===== src/rtl/sprite_pkg.sv =====
// Shared definitions for the sprite animation controller.
//   anim_state_t : draw-control FSM states
//   DONE_BLANK   : cycles after a draw starts during which the drawer's
//                  done flag is ignored (it is still high from the last draw)
//   cnt_width()  : width of a counter/index holding 0..n-1, never below 1 bit
package sprite_pkg;

  typedef enum logic [1:0] {
    IDLE,
    START,
    DRAWING,
    ABORT
  } anim_state_t;

  localparam int DONE_BLANK = 3;
  localparam int BLANK_W    = $clog2(DONE_BLANK + 1);

  function automatic int cnt_width(input int n);
    return (n > 1) ? $clog2(n) : 1;
  endfunction

endpackage


===== src/rtl/sprite_anim_ctrl_if.sv =====
// Handshake bundle between the animation controller and the sprite line drawer.
//   start     : one-cycle start pulse to the drawer
//   spr_rst_n : active-low reset to the drawer
//   rom_addr  : graphic ROM address for the current frame and pixel
//   pos       : in-frame pixel position from the drawer
//   done      : drawer completion flag
// modport master = controller side, modport slave = drawer side.
interface sprite_anim_ctrl_if #(
  parameter int ADDRW  = 6,
  parameter int FRAMES = 4
);
  import sprite_pkg::*;

  localparam int ROM_ADDRW = ADDRW + $clog2(FRAMES);

  logic                 start;
  logic                 spr_rst_n;
  logic [ROM_ADDRW-1:0] rom_addr;
  logic [ADDRW-1:0]     pos;
  logic                 done;

  modport master (
    output start, spr_rst_n, rom_addr,
    input  pos, done
  );

  modport slave (
    input  start, spr_rst_n, rom_addr,
    output pos, done
  );

endinterface


===== src/rtl/sprite_anim_timer.sv =====
// Animation timer: counts video frames and steps the animation frame index
// once every FRAME_TICKS frames while i_play is high.
// Build option: SPRITE_ANIM_PINGPONG_EN makes the index bounce between 0 and
// FRAMES-1 instead of wrapping (FRAMES<=2 always wraps).
// Ports:
//   i_clk, i_rst_n : clock, synchronous active-low reset
//   i_frame        : one-cycle pulse per video frame
//   i_play         : 1 = animate, 0 = hold tick and frame
//   o_frame_idx    : current animation frame (registered)
module sprite_anim_timer
  import sprite_pkg::*;
#(
  parameter int FRAMES      = 4,
  parameter int FRAME_TICKS = 8
) (
  input  logic                             i_clk,
  input  logic                             i_rst_n,
  input  logic                             i_frame,
  input  logic                             i_play,
  output logic [cnt_width(FRAMES)-1:0]     o_frame_idx
);

  localparam int FIW   = cnt_width(FRAMES);
  localparam int TICKW = cnt_width(FRAME_TICKS);
  localparam logic [FIW-1:0]   IDX_LAST  = FIW'(FRAMES - 1);
  localparam logic [TICKW-1:0] TICK_LAST = TICKW'(FRAME_TICKS - 1);

  logic [TICKW-1:0] tick_reg, tick_next;
  logic [FIW-1:0]   idx_reg, idx_next;
`ifdef SPRITE_ANIM_PINGPONG_EN
  logic             dir_down_reg, dir_down_next;
`endif

  always_comb begin
    tick_next = tick_reg;
    idx_next  = idx_reg;
`ifdef SPRITE_ANIM_PINGPONG_EN
    dir_down_next = dir_down_reg;
`endif
    if (i_frame && i_play) begin
      if (tick_reg == TICK_LAST) begin
        tick_next = '0;
`ifdef SPRITE_ANIM_PINGPONG_EN
        if (FRAMES <= 2) begin
          idx_next = (idx_reg == IDX_LAST) ? '0 : idx_reg + 1'b1;
        end else if (!dir_down_reg) begin
          if (idx_reg == IDX_LAST) begin
            dir_down_next = 1'b1;
            idx_next      = idx_reg - 1'b1;
          end else begin
            idx_next = idx_reg + 1'b1;
          end
        end else begin
          if (idx_reg == '0) begin
            dir_down_next = 1'b0;
            idx_next      = idx_reg + 1'b1;
          end else begin
            idx_next = idx_reg - 1'b1;
          end
        end
`else
        // With FRAMES==1 IDX_LAST is 0, so the index stays at 0.
        idx_next = (idx_reg == IDX_LAST) ? '0 : idx_reg + 1'b1;
`endif
      end else begin
        tick_next = tick_reg + 1'b1;
      end
    end
  end

  always_ff @(posedge i_clk) begin
    if (!i_rst_n) begin
      tick_reg <= '0;
      idx_reg  <= '0;
`ifdef SPRITE_ANIM_PINGPONG_EN
      dir_down_reg <= 1'b0;
`endif
    end else begin
      tick_reg <= tick_next;
      idx_reg  <= idx_next;
`ifdef SPRITE_ANIM_PINGPONG_EN
      dir_down_reg <= dir_down_next;
`endif
    end
  end

  assign o_frame_idx = idx_reg;

endmodule


===== src/rtl/sprite_anim_ctrl.sv =====
// Sprite animation controller: starts the sprite line drawer on the sprite's
// top scanline, aborts a draw still running when the video frame ends, steps
// the animation frame and maps the drawer's pixel position to a ROM address.
// Build option: SPRITE_ANIM_PINGPONG_EN (ping-pong frame order, see timer).
// Ports:
//   i_clk, i_rst_n : clock, synchronous active-low reset
//   i_line         : pulse at the start of each scanline
//   i_frame        : pulse at the start of vertical blanking
//   i_sy           : current screen line (signed)
//   i_spry         : sprite top line (signed), used only with i_line
//   i_play         : 1 = animate, 0 = hold frame
//   o_frame_idx    : current animation frame
//   o_busy         : a draw is outstanding
//   drw            : drawer handshake (start, spr_rst_n, rom_addr, pos, done)
module sprite_anim_ctrl
  import sprite_pkg::*;
#(
  parameter int WIDTH       = 8,
  parameter int HEIGHT      = 8,
  parameter int FRAMES      = 4,
  parameter int FRAME_TICKS = 8,
  parameter int CORDW       = 16,
  parameter int ADDRW       = 6
) (
  input  logic                          i_clk,
  input  logic                          i_rst_n,
  input  logic                          i_line,
  input  logic                          i_frame,
  input  logic signed [CORDW-1:0]       i_sy,
  input  logic signed [CORDW-1:0]       i_spry,
  input  logic                          i_play,
  output logic [cnt_width(FRAMES)-1:0]  o_frame_idx,
  output logic                          o_busy,
  sprite_anim_ctrl_if.master            drw
);

  localparam int ROM_ADDRW  = ADDRW + $clog2(FRAMES);
  localparam int SPR_PIX    = WIDTH * HEIGHT;
  // Sprites whose bottom would pass the largest positive line are never drawn.
  localparam int SPRY_LIMIT = (1 << (CORDW - 1)) - HEIGHT;

  anim_state_t        state_reg, state_next;
  logic [BLANK_W-1:0] blank_reg, blank_next;
  logic               start_reg, busy_reg, spr_rst_n_reg;
  logic               spry_ok;

  always_comb begin
    spry_ok = (int'(i_spry) >= 0) && (int'(i_spry) < SPRY_LIMIT);
  end

  always_comb begin
    state_next = state_reg;
    blank_next = blank_reg;
    case (state_reg)
      IDLE: begin
        if (i_line && (i_sy == i_spry) && spry_ok) state_next = START;
      end
      START: begin
        state_next = DRAWING;
        blank_next = '0;
      end
      DRAWING: begin
        // End of frame wins over completion: the frame index may change now.
        if (i_frame) begin
          state_next = ABORT;
        end else if (blank_reg != BLANK_W'(DONE_BLANK)) begin
          blank_next = blank_reg + 1'b1;
        end else if (drw.done) begin
          state_next = IDLE;
        end
      end
      ABORT: state_next = IDLE;
      default: state_next = IDLE;
    endcase
  end

  // Outputs are registered decodes of the current state, so each one lags
  // its state by a cycle.
  always_ff @(posedge i_clk) begin
    if (!i_rst_n) begin
      state_reg     <= IDLE;
      blank_reg     <= '0;
      start_reg     <= 1'b0;
      busy_reg      <= 1'b0;
      spr_rst_n_reg <= 1'b0;
    end else begin
      state_reg     <= state_next;
      blank_reg     <= blank_next;
      start_reg     <= (state_reg == START);
      busy_reg      <= (state_reg != IDLE);
      spr_rst_n_reg <= (state_reg != ABORT);
    end
  end

  sprite_anim_timer #(
    .FRAMES      (FRAMES),
    .FRAME_TICKS (FRAME_TICKS)
  ) u_timer (
    .i_clk       (i_clk),
    .i_rst_n     (i_rst_n),
    .i_frame     (i_frame),
    .i_play      (i_play),
    .o_frame_idx (o_frame_idx)
  );

  // Combinational on purpose: the drawer already allows for ROM read latency.
  assign drw.rom_addr  = ROM_ADDRW'(o_frame_idx) * ROM_ADDRW'(SPR_PIX)
                       + ROM_ADDRW'(drw.pos);
  assign drw.start     = start_reg;
  assign drw.spr_rst_n = spr_rst_n_reg;
  assign o_busy        = busy_reg;

endmodule


===== src/flat_wrapper.sv =====
// flat-port wrapper written by rule: the top's interface ports become plain ports
module sprite_anim_ctrl_flat import sprite_pkg::*;
#(
  parameter int WIDTH       = 8,
  parameter int HEIGHT      = 8,
  parameter int FRAMES      = 4,
  parameter int FRAME_TICKS = 8,
  parameter int CORDW       = 16,
  parameter int ADDRW       = 6
)
  (i_clk, i_rst_n, i_line, i_frame, i_sy, i_spry, i_play, o_frame_idx, o_busy, drw_start, drw_spr_rst_n, drw_rom_addr, drw_pos, drw_done);
  sprite_anim_ctrl_if #(.ADDRW(ADDRW), .FRAMES(FRAMES)) drw_i ();
  input  logic i_clk;
  input  logic i_rst_n;
  input  logic i_line;
  input  logic i_frame;
  input  logic signed [CORDW-1:0] i_sy;
  input  logic signed [CORDW-1:0] i_spry;
  input  logic i_play;
  output logic [cnt_width(FRAMES)-1:0] o_frame_idx;
  output logic o_busy;
  output wire logic [$bits(drw_i.start)-1:0] drw_start;
  output wire logic [$bits(drw_i.spr_rst_n)-1:0] drw_spr_rst_n;
  output wire logic [$bits(drw_i.rom_addr)-1:0] drw_rom_addr;
  input wire logic [$bits(drw_i.pos)-1:0] drw_pos;
  input wire logic [$bits(drw_i.done)-1:0] drw_done;
  assign drw_start = drw_i.start;
  assign drw_spr_rst_n = drw_i.spr_rst_n;
  assign drw_rom_addr = drw_i.rom_addr;
  assign drw_i.pos = drw_pos;
  assign drw_i.done = drw_done;
  sprite_anim_ctrl #(.WIDTH(WIDTH), .HEIGHT(HEIGHT), .FRAMES(FRAMES), .FRAME_TICKS(FRAME_TICKS), .CORDW(CORDW), .ADDRW(ADDRW)) u_core (.i_clk(i_clk), .i_rst_n(i_rst_n), .i_line(i_line), .i_frame(i_frame), .i_sy(i_sy), .i_spry(i_spry), .i_play(i_play), .o_frame_idx(o_frame_idx), .o_busy(o_busy), .drw(drw_i));
endmodule

===== config.mk =====
export PLATFORM = sky130hd
export DESIGN_NAME = sprite_anim_ctrl_flat
export DESIGN_NICKNAME = d
export VERILOG_FILES = /design/src/rtl/sprite_pkg.sv /design/src/rtl/sprite_anim_ctrl_if.sv /design/src/rtl/sprite_anim_timer.sv /design/src/rtl/sprite_anim_ctrl.sv /design/src/flat_wrapper.sv
export SDC_FILE = /design/constraint.sdc
export NUM_CORES = 1
export LEC_CHECK = 0
export BUFFER_PORTS_ARGS = -buffer_cell sky130_fd_sc_hd__buf_2
export CORE_MARGIN = 2
export CORE_UTILIZATION = 40
export CTS_CLUSTER_SIZE = 30
export DETAILED_ROUTE_END_ITERATION = 10
export GPL_ROUTABILITY_DRIVEN = 0
export GPL_TIMING_DRIVEN = 0
export PLACE_DENSITY_LB_ADDON = 0.3
export SETUP_SLACK_MARGIN = 0.4
export SKIP_LAST_GASP = 1
export SLEW_MARGIN = 20
export SYNTH_ARGS = -nofsm -noshare
export SYNTH_HDL_FRONTEND = slang
export SYNTH_SLANG_ARGS = --single-unit

===== constraint.sdc =====
create_clock -name i_clk -period 1.7 [get_ports i_clk]
set_clock_uncertainty 0.1 [all_clocks]
set_input_delay 0.085 -clock i_clk [delete_from_list [all_inputs] [get_ports i_clk]]
set_output_delay 0.085 -clock i_clk [all_outputs]
set_load 0.03 [all_outputs]

==> flow_summary.ini, run 1 <==
[global_routing]
overflow = 0
grt_pass1_wl_um = 2860
first_global_vias = 760
grt_max_degree = 11
grt_usage_pct = 15.4
antenna_found_initial = 0

[synth]
synth-seq-cells = 12
synth_top_area_share_pct = 30.1
synth_area_um2 = 797
syn_area_per_cell_um2 = 8.48
synth_nets = 142
ys_warn_count = 0
yosysTopAreaCell = dfxtp_1
yosys-top-cells-area = dfxtp_1 (30%), xnor2_1 (13%), buf_4 (8.5%)
synthCells = 94
synthDistinctLibCells = 25
synth-seq-area-share_pct = 30.1

[route]
drt_iter0_drc = 12
viasPerCell = 4.93
vias = 892
ant_nets = 0
drtPass1Iterations = 4
routedWlPerCell_um = 11.3
drcViolationCount = 0
drt-total-wl_um = 2050

[worst_setup_path]
endpoint_kind = flop
worstSetupStartpointType = flop
crit_type = flop to flop
arrival_ns = 1.43
crit_fanout = 3
worstPathRequired_ns = 1.81

[final_layout]
area_delta_synth_final_pct = 55.7
nets = 203
largest_reg_flops = 3
drive_gt1_share_pct = 51.9
fill_cells = 179
ff_latch_area_um2 = 245
multi_input_area_um2 = 523
antenna_cells = 0
final_util_pct = 64.6

[die]
num_rows = 16
die_height_um = 48.6
die_w_um = 48.6
initial_utilization_pct = 41.5
core_area_mm2 = 0.00192
die_area_mm2 = 0.00237
pin_count = 57

[power]
sequentialPowerShare_pct = 42.5
p_leak_uw = 0.000581
swShare_pct = 26.3
intPower_uw = 499
peakVddDrop_v = 0.000344
p_per_area_mw_per_mm2 = 546
p_comb_share_pct = 23.3
clkPwrFrac_pct = 34.2
p_sw_uw = 179

[clock_tree]
cts_tree = yes
clk_latency_ns = 0.28
clockBufferDepth = 2
cts_root_buf = clkbuf_4
htreeDepth = 1
cts_buffers = 3
clkSinkCount = 12
clk_pin_slew_ns = 0.08

[place]
post-dp-hpwl_um = 1490
portBuffers = 49

[sta]
hold_viol = 0
fmax_mhz = 757
tightest_slew_ns = 0.433
slew_viol_final = 0
rsz0062_at_grt = yes
relSlewSlack_pct = 71.1
setup_violations = 0
post-route-period-util_pct = 77.7
setup_tns_ns = 0
finalCriticalPeriod_ns = 1.32

[min_path]
hp-class = primary input to flop

[run]
drv_cap = 0

[run_status]
status = finished clean
-- what timing repair did --
item,CTS,global route
pin swaps,3,6
hold buffers,3,0
hold endpoints to repair,3,0
buffers inserted,2,2
gates resized for setup,4,9
endpoints found under the setup margin,4,5
-- cell usage after synthesis --
cell type and number:
a21o_1 1, a21oi_1 7, a22o_1 1, a22oi_1 2, buf_4 9, buf_6 2, clkbuf_1 1, dfxtp_1 12
ha_1 4, inv_1 1, mux2i_1 1, nand2_1 4, nand2b_1 2, nand3_1 4, nand4_1 7, nor2_1 10
nor2b_1 2, nor2b_4 1, nor3_1 3, nor4_1 1, o21ai_0 1, o21ai_1 1, or4_1 2, xnor2_1 12
xor2_1 3
-- path summary, 6_finish.rpt --
kind	from	end	slack, ns	cells past startpoint
worst max register to register	u_core.state_reg[0]$_SDFFE_PN0P_	u_core.state_reg[0]$_SDFFE_PN0P_	0.38	5
worst max-delay path	u_core.state_reg[0]$_SDFFE_PN0P_	u_core.state_reg[0]$_SDFFE_PN0P_	0.38	5
worst min register to register	u_core.u_timer.tick_reg[1]$_SDFFE_PN0P_	u_core.u_timer.tick_reg[1]$_SDFFE_PN0P_	0.41	2
worst min-delay path	i_play	u_core.u_timer.tick_reg[2]$_SDFFE_PN0P_	0.02	3
-- critical path, cell delays in order, from the launching register on --
cell,delay [ns]
dfxtp_2,0.32
buf_6,0.12
nor2b_4,0.11
nand4_1,0.09
or4_1,0.40
o21ai_1,0.12
-- metal layers --
layer	GRT usage, %	part of all wire, %	wire (um)
met1	16.5	35	719
met2	28.1	54	1100
met3	2.16	8.7	178
met4	10.0	2.2	46
met5	0	0	0
-- placed cells by master, fill, tap and decap left out, types with 2 or more instances in the layout --
master | Yosys | final
buf_2 | 0 | 49
buf_4 | 9 | 13
xnor2_1 | 12 | 12
nor2_1 | 10 | 9
dfxtp_1 | 12 | 8
a21oi_1 | 7 | 7
nand4_1 | 7 | 7
nand2_1 | 4 | 4
dfxtp_2 | 0 | 4
nand3_1 | 4 | 3
nor3_1 | 3 | 3
xor2_1 | 3 | 3
ha_4 | 0 | 3
clkbuf_4 | 0 | 3
dlygate4sd3_1 | 0 | 3
buf_6 | 2 | 2
nor2b_1 | 2 | 2
nand2b_1 | 2 | 2
or4_1 | 2 | 2
-- logic make-up (layout without fill, tap and decap cells) --
logic type | Yosys count | in the layout | synth area share [%]
AO/OA/AOI/OAI | 13 | 13 | 9.57
XOR/XNOR | 15 | 15 | 16.5
adder cells (fa/ha/maj) | 4 | 4 | 6.28
buffers and inverters | 13 | 73 | 12.2
flip-flops | 12 | 12 | 30.1
multiplexers | 1 | 1 | 1.26
AND/OR/NAND/NOR | 36 | 36 | 24.0
-- power by group through the flow --
stage	Sequential, uW	Clock (uW)	Combinational, uW
4_1_cts	287	232	154
2_1_floorplan	295	0	78.9
6_report	288	232	158
3_3_place_gp	293	0	146
5_1_grt	289	246	171
3_5_place_dp	293	0	148
-- through the flow --
step	hold slack, ns	instance area (um^2)	cells	power (uW)	setup slack (ns)
CTS	0.00591	1170	179	673	0.347
global placement	0.239	1080	170	439	0.367
detailed placement	0.244	1080	170	441	0.337
floorplan	0.114	798	94	374	0.402
global route	0.0263	1240	181	706	0.326
finish	0.0202	1240	181	678	0.379
-- final cells by class --
cell class	count	share of cell area, %
repair buffers	56	24.6
well taps	27	2.72
multi-input cells	69	42.1
plain buffers	12	7.56
flip-flops and latches	12	19.8
inverters	1	0.302
clock buffers	4	2.92
Power figures use the tool's default switching activity.
==> run 2, diff against run 1 <==
CORE_UTILIZATION = 36   (was 40)
clock period = 1.05 ns   (was 1.7 ns; I/O delays follow)
==> run 2 against run 1 <==
Compared with the run above: the run now ends with hold timing, setup timing left; global-route usage is 0.51 points higher; setup slack worse by 0.63 ns; sequential cell count stayed put; fmax is 1.9% higher; via count is 1.1% lower; combinational power is 65% higher; core utilization is 1.7 points lower; non-clock buffer count is 1 lower; total power is 47% higher; critical path depth stayed put; register-to-register slack worse by 0.63 ns; final cell count stayed put; largest cell class unchanged; highest routed layer unchanged.
==> flow_summary.ini, run 2 (synthesis results as in run 1) <==
[route]
ant_nets = 0
drtPass1Iterations = 3
drt-total-wl_um = 1910
drcViolationCount = 0
vias = 882
drt_iter0_drc = 1
routedWlPerCell_um = 10.6
viasPerCell = 4.87

[die]
pin_count = 57
num_rows = 17
die_height_um = 51.1
core_area_mm2 = 0.00215
initial_utilization_pct = 37.1
die_w_um = 51.1
die_area_mm2 = 0.00261

[worst_setup_path]
max_stage_delay_ns = 0.39
crit_type = flop to flop
endpoint_kind = flop
critical_path.reg2reg.startpoint = u_core.state_reg[0]$_SDFFE_PN0P_
arrival_ns = 1.39
worstPathCellList = buf_6 -> nor2b_4 -> nand4_1 -> or4_1 -> o21ai_1
worstSetupStartpointType = flop
worstPathRequired_ns = 1.15
crit_fanout = 2
crit_path_top_delay_cell = or4_1
crit_start = u_core.state_reg[0]$_SDFFE_PN0P_

[sta]
setup_violations = 7
timing.final.ws_setup_ns = -0.246
rsz0062_at_grt = yes
relSlewSlack_pct = 70.4
tightest_slew_ns = 0.445
slew_viol_final = 0
hold_viol = 4
holdWs_ns = -0.0791
fmax_mhz = 771
finalCriticalPeriod_ns = 1.30
post-route-period-util_pct = 123

[power]
swShare_pct = 26.9
total_power_uw = 998
p_sw_uw = 268
p_leak_uw = 0.000604
clkPwrFrac_pct = 27.8
p_comb_share_pct = 26.2
peakVddDrop_v = 0.000357
intPower_uw = 730
p_per_area_mw_per_mm2 = 738
sequentialPowerShare_pct = 46.0

[place]
portBuffers = 49
post-dp-hpwl_um = 1560
pre_cts_ws_ns = -0.258

[clock_tree]
clk_latency_ns = 0.26
clkSinkCount = 12
cts_buffers = 3
clk_pin_slew_ns = 0.07
htreeDepth = 1
clockBufferDepth = 2
cts_tree = yes
cts_root_buf = clkbuf_4

[run_status]
status = finished, violations left
violations = hold timing, setup timing

[global_routing]
grt_pass1_wl_um = 3170
first_global_vias = 809
antenna_found_initial = 0
overflow = 0
grt_max_degree = 11
grt_usage_pct = 15.9

[final_layout]
final_common_cell = buf_2
mostFrequentLayoutCells = buf_2 (42), buf_6 (13), xnor2_1 (12), buf_4 (10), nor2_1 (8)
antenna_cells = 0
fill_cells = 184
drive_gt1_share_pct = 60.8
largest_reg_flops = 3
area_delta_synth_final_pct = 69.5
nets = 202

[min_path]
min_from = i_rst_n
hp-class = primary input to flop

[run]
drv_cap = 0
## run 2: changes by cell type in the layout (fill, tap and decap cells not counted), moves of 2 or more
cell / previous run / this run
buf_4: 13 / 10
dfxtp_2: 4 / 7
a21oi_1: 7 / 5
buf_2: 49 / 42
dfxtp_1: 8 / 2
nor3_1: 3 / 1
a21oi_2: 0 / 2
buf_6: 2 / 13
dlygate4sd3_1: 3 / 0
dfxtp_4: 0 / 3
## run 2: metrics by stage
| stage | cell area (um^2) | instances | util (%) | hold slack (ns) | setup TNS, ns |
|---|---|---|---|---|---|
| final | 1350 | 181 | 62.9 | -0.0791 | -0.955 |
| after global routing | 1350 | 181 | 62.9 | -0.0757 | -1.53 |
| after CTS | 1320 | 179 | 61.3 | -0.0875 | -1.02 |
| after detailed placement | 1170 | 171 | 54.6 | 0.208 | -0.999 |
| after global placement | 1170 | 171 | 54.6 | 0.208 | -0.810 |
| after floorplan | 892 | 94 | - | 0.0815 | -0.603 |
## run 2: cell type report
class                           instances  area (um^2)  share of cell area (%)
Sequential cell                        12          260                    19.3
Buffer                                 12          105                    7.78
Inverter                                1         3.75                   0.278
Clock buffer                            3         22.5                    1.67
Tap cell                               28         35.0                    2.59
Timing Repair Buffer                   55          350                    25.9
Clock inverter                          1         3.75                   0.278
Multi-Input combinational cell         69          571                    42.2
## run 2: critical path, delay by kind of cell (launching register included)
kind / cells / cell delay [ns]
DFF: 1 / 0.32
and+or+nand+nor: 3 / 0.56
buffers and inverters: 1 / 0.12
AOI/OAI and AO/OA: 1 / 0.13
## run 2: power groups by stage
stage	Clock [uW]	Sequential, uW	Combinational [uW]
floorplan	0	476	133
global placement	0	472	242
detailed placement	0	472	249
CTS	291	458	260
global route	309	460	285
finish	278	459	261
## run 2: path summary, 6_finish.rpt
| path | endpoint | slack [ns] | depth (start not counted) |
|---|---|---|---|
| worst max-delay path | u_core.state_reg[0]$_SDFFE_PN0P_ | -0.25 | 5 |
| worst min-delay path | u_core.drw.spr_rst_n$_SDFF_PN0_ | -0.08 | 3 |
| worst max register to register | u_core.state_reg[0]$_SDFFE_PN0P_ | -0.25 | 5 |
| worst min register to register | u_core.u_timer.tick_reg[1]$_SDFFE_PN0P_ | 0.38 | 2 |
## run 2: what timing repair did
| item | CTS | global route |
|---|---|---|
| pin swaps | 4 | 2 |
| endpoints found under the hold margin | 4 | 2 |
| endpoints found under the setup margin | 19 | 19 |
| resized for setup | 23 | 4 |
| setup buffers | 4 | 2 |
## run 2: routing by layer
layer / vias to the layer above / track usage [%] / share of wire [%]
met5: - / 0 / 0
met4: 0 / 9.46 / 1.4
li1: 439 / - / -
met1: 398 / 16.9 / 36
met3: 2 / 1.17 / 7.6
met2: 43 / 30.3 / 55
